### src/rtl/vga_pkg.sv
// Shared 640x480 VGA timing constants and colour types.
// Imported by the pixel compositor and its priority mux.
package vga_pkg;

  localparam int RGB_W     = 12;
  localparam int COORD_W   = 10;
  localparam int H_DISPLAY = 640;
  localparam int V_DISPLAY = 480;
  localparam int REFRESH_Y = 481;

  typedef logic [RGB_W-1:0] rgb_t;

  localparam rgb_t RGB_BLACK = '0;

endpackage

### src/rtl/priority_mux.sv
// Lowest-index-wins layer select returning colour and hit flag.
// Optional colour key (PIXCOMP_COLORKEY_EN) makes KEY_RGB transparent.
module priority_mux
  import vga_pkg::*;
#(
  parameter int              NUM_LAYERS = 4,
  parameter int              RGB_W      = 12,
  parameter logic [RGB_W-1:0] KEY_RGB   = 'hF0F
) (
  input  logic [NUM_LAYERS-1:0]       on,
  input  logic [NUM_LAYERS*RGB_W-1:0] rgb_in,
  output logic [RGB_W-1:0]            win_rgb,
  output logic                        hit
);

`ifdef PIXCOMP_COLORKEY_EN
  localparam bit KEY_EN = 1'b1;
`else
  localparam bit KEY_EN = 1'b0;
`endif

  logic [NUM_LAYERS-1:0] eff_on;

  // Per-layer visibility after optional colour-key knockout
  always_comb begin
    eff_on = '0;
    for (int i = 0; i < NUM_LAYERS; i++) begin
      eff_on[i] = on[i] &&
        !(KEY_EN &&
          (rgb_in[i*RGB_W +: RGB_W] == KEY_RGB));
    end
  end

  // Scan high to low so the lowest visible index wins
  always_comb begin
    win_rgb = RGB_W'(RGB_BLACK);
    hit     = 1'b0;
    for (int i = NUM_LAYERS-1; i >= 0; i--) begin
      if (eff_on[i]) begin
        win_rgb = rgb_in[i*RGB_W +: RGB_W];
        hit     = 1'b1;
      end
    end
  end

endmodule

### src/rtl/pixel_compositor.sv
// Fixed-priority layer compositor with matched pipeline,
// refresh tick, frame-latched enables (PIXCOMP_COLORKEY_EN opt).
module pixel_compositor #(
  parameter int NUM_LAYERS  = 4,
  parameter int RGB_W       = vga_pkg::RGB_W,
  parameter int COORD_W     = vga_pkg::COORD_W,
  parameter int LATENCY     = 3,
  parameter int REFRESH_Y   = vga_pkg::REFRESH_Y,
  parameter int FRAME_CNT_W = 8,
  parameter logic [RGB_W-1:0] KEY_RGB = RGB_W'(12'hF0F)
) (
  input  logic                        clk,
  input  logic                        reset,
  input  logic                        video_on,
  input  logic [COORD_W-1:0]          x,
  input  logic [COORD_W-1:0]          y,
  input  logic [NUM_LAYERS-1:0]       layer_on,
  input  logic [NUM_LAYERS*RGB_W-1:0] layer_rgb,
  input  logic [NUM_LAYERS-1:0]       layer_en_req,
  input  logic [RGB_W-1:0]            bg_rgb,
  output logic [RGB_W-1:0]            rgb,
  output logic                        video_on_out,
  output logic                        refresh_tick,
  output logic [NUM_LAYERS-1:0]       layer_en_active,
  output logic [FRAME_CNT_W-1:0]      frame_count
);

  import vga_pkg::*;

  localparam logic [COORD_W-1:0] REF_Y =
    COORD_W'(REFRESH_Y);

  logic                        s1_von;
  logic [NUM_LAYERS-1:0]       s1_on;
  logic [NUM_LAYERS*RGB_W-1:0] s1_rgb;
  logic [RGB_W-1:0]            s1_bg;

  logic [RGB_W-1:0] mux_rgb;
  logic             mux_hit;

  logic [RGB_W-1:0] pipe_rgb [2:LATENCY];
  logic             pipe_von [2:LATENCY];

  logic                   match;
  logic                   match_q;
  logic                   tick_q;
  logic [NUM_LAYERS-1:0]  en_q;
  logic [FRAME_CNT_W-1:0] frame_q;

  // Stage 1: sample inputs with enables gated in
  always_ff @(posedge clk or negedge reset) begin
    if (!reset) begin
      s1_von <= 1'b0;
      s1_on  <= '0;
      s1_rgb <= '0;
      s1_bg  <= '0;
    end else begin
      s1_von <= video_on;
      s1_on  <= layer_on & en_q;
      s1_rgb <= layer_rgb;
      s1_bg  <= bg_rgb;
    end
  end

  priority_mux #(
    .NUM_LAYERS (NUM_LAYERS),
    .RGB_W      (RGB_W),
    .KEY_RGB    (KEY_RGB)
  ) u_mux (
    .on      (s1_on),
    .rgb_in  (s1_rgb),
    .win_rgb (mux_rgb),
    .hit     (mux_hit)
  );

  // Stage 2 select, then plain delay up to LATENCY
  always_ff @(posedge clk or negedge reset) begin
    if (!reset) begin
      for (int k = 2; k <= LATENCY; k++) begin
        pipe_rgb[k] <= '0;
        pipe_von[k] <= 1'b0;
      end
    end else begin
      pipe_von[2] <= s1_von;
      if (!s1_von)
        pipe_rgb[2] <= RGB_W'(RGB_BLACK);
      else if (mux_hit)
        pipe_rgb[2] <= mux_rgb;
      else
        pipe_rgb[2] <= s1_bg;
      for (int k = 3; k <= LATENCY; k++) begin
        pipe_rgb[k] <= pipe_rgb[k-1];
        pipe_von[k] <= pipe_von[k-1];
      end
    end
  end

  assign match = (y == REF_Y) && (x == '0);

  // Rising-edge detect on match; match_q resets high so a
  // release in the middle of the match window stays silent
  always_ff @(posedge clk or negedge reset) begin
    if (!reset) begin
      match_q <= 1'b1;
      tick_q  <= 1'b0;
    end else begin
      match_q <= match;
      tick_q  <= match & ~match_q;
    end
  end

  // Frame boundary: latch enables and count frames
  always_ff @(posedge clk or negedge reset) begin
    if (!reset) begin
      en_q    <= '1;
      frame_q <= '0;
    end else if (tick_q) begin
      en_q    <= layer_en_req;
      frame_q <= frame_q + FRAME_CNT_W'(1);
    end
  end

  assign rgb             = pipe_rgb[LATENCY];
  assign video_on_out    = pipe_von[LATENCY];
  assign refresh_tick    = tick_q;
  assign layer_en_active = en_q;
  assign frame_count     = frame_q;

endmodule

### config.mk
export PLATFORM = sky130hd
export DESIGN_NAME = pixel_compositor
export DESIGN_NICKNAME = d
export VERILOG_FILES = /design/src/rtl/vga_pkg.sv /design/src/rtl/priority_mux.sv /design/src/rtl/pixel_compositor.sv
export SDC_FILE = /design/constraint.sdc
export NUM_CORES = 1
export LEC_CHECK = 0
export ABC_AREA = 1
export CAP_MARGIN = 20
export CORE_MARGIN = 4
export CORE_UTILIZATION = 42
export DETAILED_ROUTE_END_ITERATION = 10
export PLACE_DENSITY = 0.81
export SYNTH_ARGS = -nofsm -noshare
export SYNTH_HDL_FRONTEND = slang
export SYNTH_SLANG_ARGS = --single-unit
### constraint.sdc
create_clock -name clk -period 1 [get_ports clk]
set_input_delay 0.2 -clock clk [delete_from_list [all_inputs] [get_ports clk]]
set_output_delay 0.2 -clock clk [all_outputs]
set_load 0.01 [all_outputs]
==> metrics.md <==
| Metric | Value |
|---|---|
| Share of post-route cells with drive strength above 1 | 30.5% |
| P_leak | 2.81 nW |
| Slew Limit Fails | 0 |
| Die Span Y | 104 µm |
| Worst hold path type | primary input to async pin |
| Largest net degree at the start of global routing | 49 |
| Mapped Area | 3890 µm² |
| Die Span X | 104 µm |
| Pre-antenna DRT Iters | 4 |
| GR peak layer | met2 |
| Clock latency on the worst-skew pair | 0.36 ns |
| Io pins | 117 |
| CORE AREA | 8850 µm² |
| Area leader, netlist | dfrtp_1 |
| Vias | 2807 |
| Power Total | 7.88 mW |
| DRT iter0 DRCs | 94 |
| Pwr Density | approximately 1400 nW/µm² |
| Site Rows | 34 |
| Synth Flop Type | dfrtp_1 |
| Clock tree buffer depth | 2 |
| Period utilisation layout | 122% |
| Buf+Inv Stages, Crit Path | 1 |
| Worst Path Class, Setup | flop to output port |
| Tmin final | 1.22 ns |
| Final hold violations | 0 |
| Worst path max stage delay | 0.56 ns |
| Met2 Resource Use GR | 30.8% |
| Starting density of the core | around 44% |
| Critical Path Fanout Max | 2 |
| CTS tree | built |
| Syn avg cell area | 11.1 µm² |
| Max IR drop VDD | 0.000755 V |
| Worst Skew | between 0.009 and 0.01 ns |
| Slew @ Worst Pin | 0.413 ns |
| Startpoint types | flop |
| Largest cells by area after synthesis | dfrtp_1 64%, nand2_1 7.9%, inv_1 4.2% |
| Area Overhead vs Synth | 47.0% |
| Maxcap violations | 0 |
| GR Util met3 | about 8.3% |
| DIE AREA | 10900 µm² |
| Req. time, crit path | about 0.8 ns |
| Share of the yosys chip area belonging to registers | 67.8% |
| N_diodes | 0 |
| Seq cells post-synth | 105 |
| First-pass GRT wire length | approximately 15 mm |
| GRT Residual Overflow | 0 |
| Min Hold Slack | around 0.22 ns |
| CP arrival | 1.02 ns |
| Clk sinks | 105 |
| Worst Slack Setup Final | -0.223 ns |
| Critical path's slowest cell | dfstp_2 |
| Post-synth EDFFs | 0 |
| Final setup vio count | 45 |
| Max Clock Freq | a little over 800 MHz |
| Cell with the most instances after synthesis | dfrtp_1 |
| DR WL/cell | 15.3 µm |
| DR vias/cell | roughly 4.6 |
| Vias in the first global route | 3113 |
| Endpoint class of the critical path | output port |
| Clock transition at path regs | 0.10 ns |
| Slew HR | between 70 and 80% |
| Synth cell count leaders | 100 x dfrtp_1, 82 x nand2_1, 44 x inv_1 |
| Outcome | finished, violations left |
| Port bufs | 116 |
| Final net count | 586 |
| CP delay by family, top | flip-flops |
| Grt met1 use | 19.9% |
| Total length of routed wires | 9.30 mm |
| Yosys warning total | 0 |
| ANT nets after route | 0 |
| Antenna violations before repair | 0 |
| DRC viols | 0 |
| Share of the synthesized area in the top cell type | 64.4% |
| CTS root buffer | clkbuf_8 |
| GRT Total Usage | around 18% |
| Ys async rst share | 100% |
| TritonCTS Buffers | 9 |
| Synth cell types | 25 |
| H-tree levels | 3 |
| Cell count after synthesis | 350 |
| Unrepaired setup endpoints after global routing | yes |
| Failing checks | setup timing |
| Post-Syn Nets | 442 |
| CP cell instances | buf_6 |
| GP Congestion | 0.772 |
| DPL Wire Length | 6.37 mm |
per-layer routing:
metal	vias to the layer above	wire [µm]
li1	1347	-
met1	1343	3430
met2	107	4900
met3	10	859
met4	0	106
met5	-	0
layout by cell type, fill, tap and decap left out, types with 11 or more instances in the layout:
master and count:
buf_4 20, buf_2 19, a21oi_2 12, buf_6 18, nand2_1 68, clkdlybuf4s50_1 89, dfrtp_1 94, nor2_1 12
inv_1 42, nand2_2 11, nand3_1 26
report_power, final:
part	internal [mW]	switching [mW]
Combinational	0.538	0.405
Clock	0.923	1.45
Sequential	4.46	0.103
Total	5.92	1.96
metrics by stage:
stage               cell area, µm²  utilization (%)  cells  TNS (ns)  setup slack (ns)
finish                        5710             64.6    607     -5.31            -0.223
global route                  5710             64.6    607     -7.45            -0.275
CTS                           5550             62.8    603     -5.54            -0.246
detailed placement            5210             58.9    573     -5.64            -0.249
global placement              5210             58.9    573     -4.97            -0.245
floorplan                     3910                -    350     -1.17            -0.104
flip-flops by register name, summed over array words and instances, names as in the netlist, 4 cells and up:
name / count
frame_count: 8
layer_en_active: 4
pipe_rgb: 12
rgb: 12
s1_bg: 12
s1_on: 4
s1_rgb: 48
worst paths after layout:
kind | start | cells after the start | slack (ns) | to
worst min register to register | pipe_rgb[12]$_DFF_PN0_ | 0 | 0.35 | rgb[0]$_DFF_PN0_
worst max register to register | frame_count[0]$_DFFE_PN0P_ | 7 | -0.19 | frame_count[4]$_DFFE_PN0P_
min in group clk | layer_rgb[34] | 1 | 0.27 | s1_rgb[34]$_DFF_PN0_
worst min-delay path | reset | 2 | 0.22 | pipe_von[1]$_DFF_PN0_
worst max-delay path | layer_en_active[3]$_DFFE_PN1P_ | 1 | -0.22 | layer_en_active[3]
max in group asynchronous | reset | 3 | 0.28 | layer_en_active[1]$_DFFE_PN1P_
cells by family (layout without fill, tap and decap cells):
logic type      count (synthesis)  in the layout  synth area share [%]
xor+xnor                        6              6                  1.35
buf+inv                        70            216                  9.24
fa+ha+maj                       1              1                 0.322
simple gates                  135            138                  14.9
flops                         105            105                  67.8
compound gates                 33             33                  6.47
layout make-up:
type                            count  area, µm²
Clock buffer                        9        124
Clock inverter                      7       51.3
Fill cell                         655       3140
Inverter                           47        190
Multi-Input combinational cell    178       1110
Sequential cell                   105       2640
Tap cell                          108        135
Timing Repair Buffer              153       1460
repair_timing:
| action | 4_1_cts | 5_1_grt |
|---|---|---|
| buffers inserted | 10 | 4 |
| hold buffers | 1 | 0 |
| gates cloned | 3 | 0 |
| resized for setup | 143 | 33 |
| hold endpoints to repair | 100 | 0 |
| pin swaps | 18 | 13 |
| setup endpoints to repair | 44 | 49 |
No activity file was read; power rests on OpenSTA's default activity.
==> RTL edit (config.mk and constraints unchanged) <==
`KEY_EN` of `priority_mux`: 1'b0 -> 1'b1.
--- a/src/rtl/priority_mux.sv
+++ b/src/rtl/priority_mux.sv
@@ -16,7 +16,7 @@
 `ifdef PIXCOMP_COLORKEY_EN
   localparam bit KEY_EN = 1'b1;
 `else
-  localparam bit KEY_EN = 1'b0;
+  localparam bit KEY_EN = 1'b1;
 `endif
 
   logic [NUM_LAYERS-1:0] eff_on;
Behaviour: not the same (a bounded check fails within 4 cycles, from zero or initial values and one cycle with reset low).
==> RTL edit against the unedited design <==
- the flow still finishes with violations (negative setup slack)
- non-clock buffer count rose by 38
- power rose by 6.3%
- clock power rose by 13%
- first-iteration DRC count rose by 24%
- area after synthesis rose by 8.0%
- sequential cell count did not move
- cell area rose by 12%
- worst setup slack got worse by 280 ps
- global-route usage rose by 0.68 points
- worst hold slack got worse by 66 ps
- routed wire length rose by 9.5%
- critical path type is now reg2reg
- largest power group unchanged
==> RTL edit: results (changes against the unedited design) <==
- Launch point of the critical path: s1_rgb[7]$_DFF_PN0_ (was layer_en_active[3]$_DFFE_PN1P_)
- Critical-path maximum fanout: 5 (was 2)
- Top post-synthesis cells by count: nand2_1, dfrtp_1, inv_1 (was dfrtp_1, nand2_1, inv_1)
- Non-clock buffering overhead in the final layout: 27.9% (was 25.5%)
- Number of non-clock inverters in the layout: 77 (was 47)
- Layout multi-input combinational cell count: 235 (was 178)
- Vias in the first global route: 3601 (was 3113)
- Met2 layer wire length in the routed design: 5240 um (was 4900 um)
- GRT met1 Usage: 20.3% (was 19.9%)
- Post-detailed-placement half-perimeter wirelength: 7670 um (was 6370 um)
- Leading cell types by total area after synthesis: dfrtp_1, nand2_1, inv_1 (unchanged)
- Final setup violating endpoints: 44 (was 45)
- Slew @ Worst Pin: 652 ps (was 413 ps)
- Detail Route met3 WL: 824 um (was 859 um)
- Post-route setup slack: -504 ps (was -223 ps)
- Total power per unit cell area: 1310 nW/um^2 (was 1380 nW/um^2)
- Sequential fraction of the synthesis area: 62.7% (was 67.8%)
- Routed WL: 10200 um (was 9300 um)
- Syn nets: 533 (was 442)
- Number of gates resized after cts: 140 (was 143)
- Postcts setup bufs: 11 (was 10)
- Largest net degree at the start of global routing: 38 (was 49)
- Post-Synthesis Mean Instance Area: 9.52 um^2 (was 11.1 um^2)
- Ratio of cells with drive above 1 in the final layout: 31.1% (was 30.5%)
- Switching power share of the total: 25.0% (was 24.9%)
- Violations in the final reports: negative setup slack (unchanged)
- Vias per cell: 4.46 (was 4.62)
- Setup TNS Final: -9660 ps (was -5310 ps)
- Status: finished, violations left (unchanged)
- Clock network contribution to total cell area: 3.30% (was 3.07%)
- Worst-case vdd ir drop: 0.000659 V (was 0.000755 V)
- Seq Cell Count: 105 (unchanged)
- Count of non-CTS buffers in the layout: 191 (was 153)
- Clock group total power: 2690 uW (was 2380 uW)
- Cell variety after synth: 27 (was 25)
- First DRT Iteration DRCs: 117 (was 94)
- Area added between synthesis and finish: 51.8% (was 47.0%)
- Final worst hold slack: 149 ps (was 215 ps)
- Met2 usage: 32.5% (was 30.8%)
- Footprint of the flip-flops and latches: 2630 um^2 (was 2640 um^2)
- Leakage power figure: 0.00338 uW (was 0.00281 uW)
- Length in cells of the worst reg-to-reg path: 11 (was 7)
- Worst endpoint data arrival time: 1770 ps (was 1020 ps)
- Global-route wire length before repair: 16500 um (was 15100 um)
==> RTL edit: changes by cell type in the layout (fill, tap and decap cells not counted), moves of 9 or more <==
cell / change
o21ai_2: -9
inv_1: +29
o21ai_0: +12
clkdlybuf4s50_1: -11
nand3_1: -9
nor2_1: +26
nand2_2: +10
nand2_1: +24
buf_4: +41
dlymetal6s2s_1: +11
==> RTL edit: worst max-delay path: stages (launching register included) <==
cell,delay (ps)
dfrtp_1,390
inv_2,70
nand2_2,70
nor2_4,120
nand3_2,90
nand2_4,110
nand2_4,70
nor2_8,180
clkbuf_16,180
nand2_2,50
nand2_2,50
a21oi_2,40
==> RTL edit: kinds of logic (layout without fill, tap and decap cells) <==
family / after synthesis / in the layout / share of synthesized area, %
XOR/XNOR: 6 / 6 / 1.25
AO/OA/AOI/OAI: 25 / 25 / 4.05
buffers and inverters: 101 / 284 / 10.8
AND/OR/NAND/NOR: 203 / 203 / 20.9
adder cells (fa/ha/maj): 1 / 1 / 0.298
flip-flops: 105 / 105 / 62.7
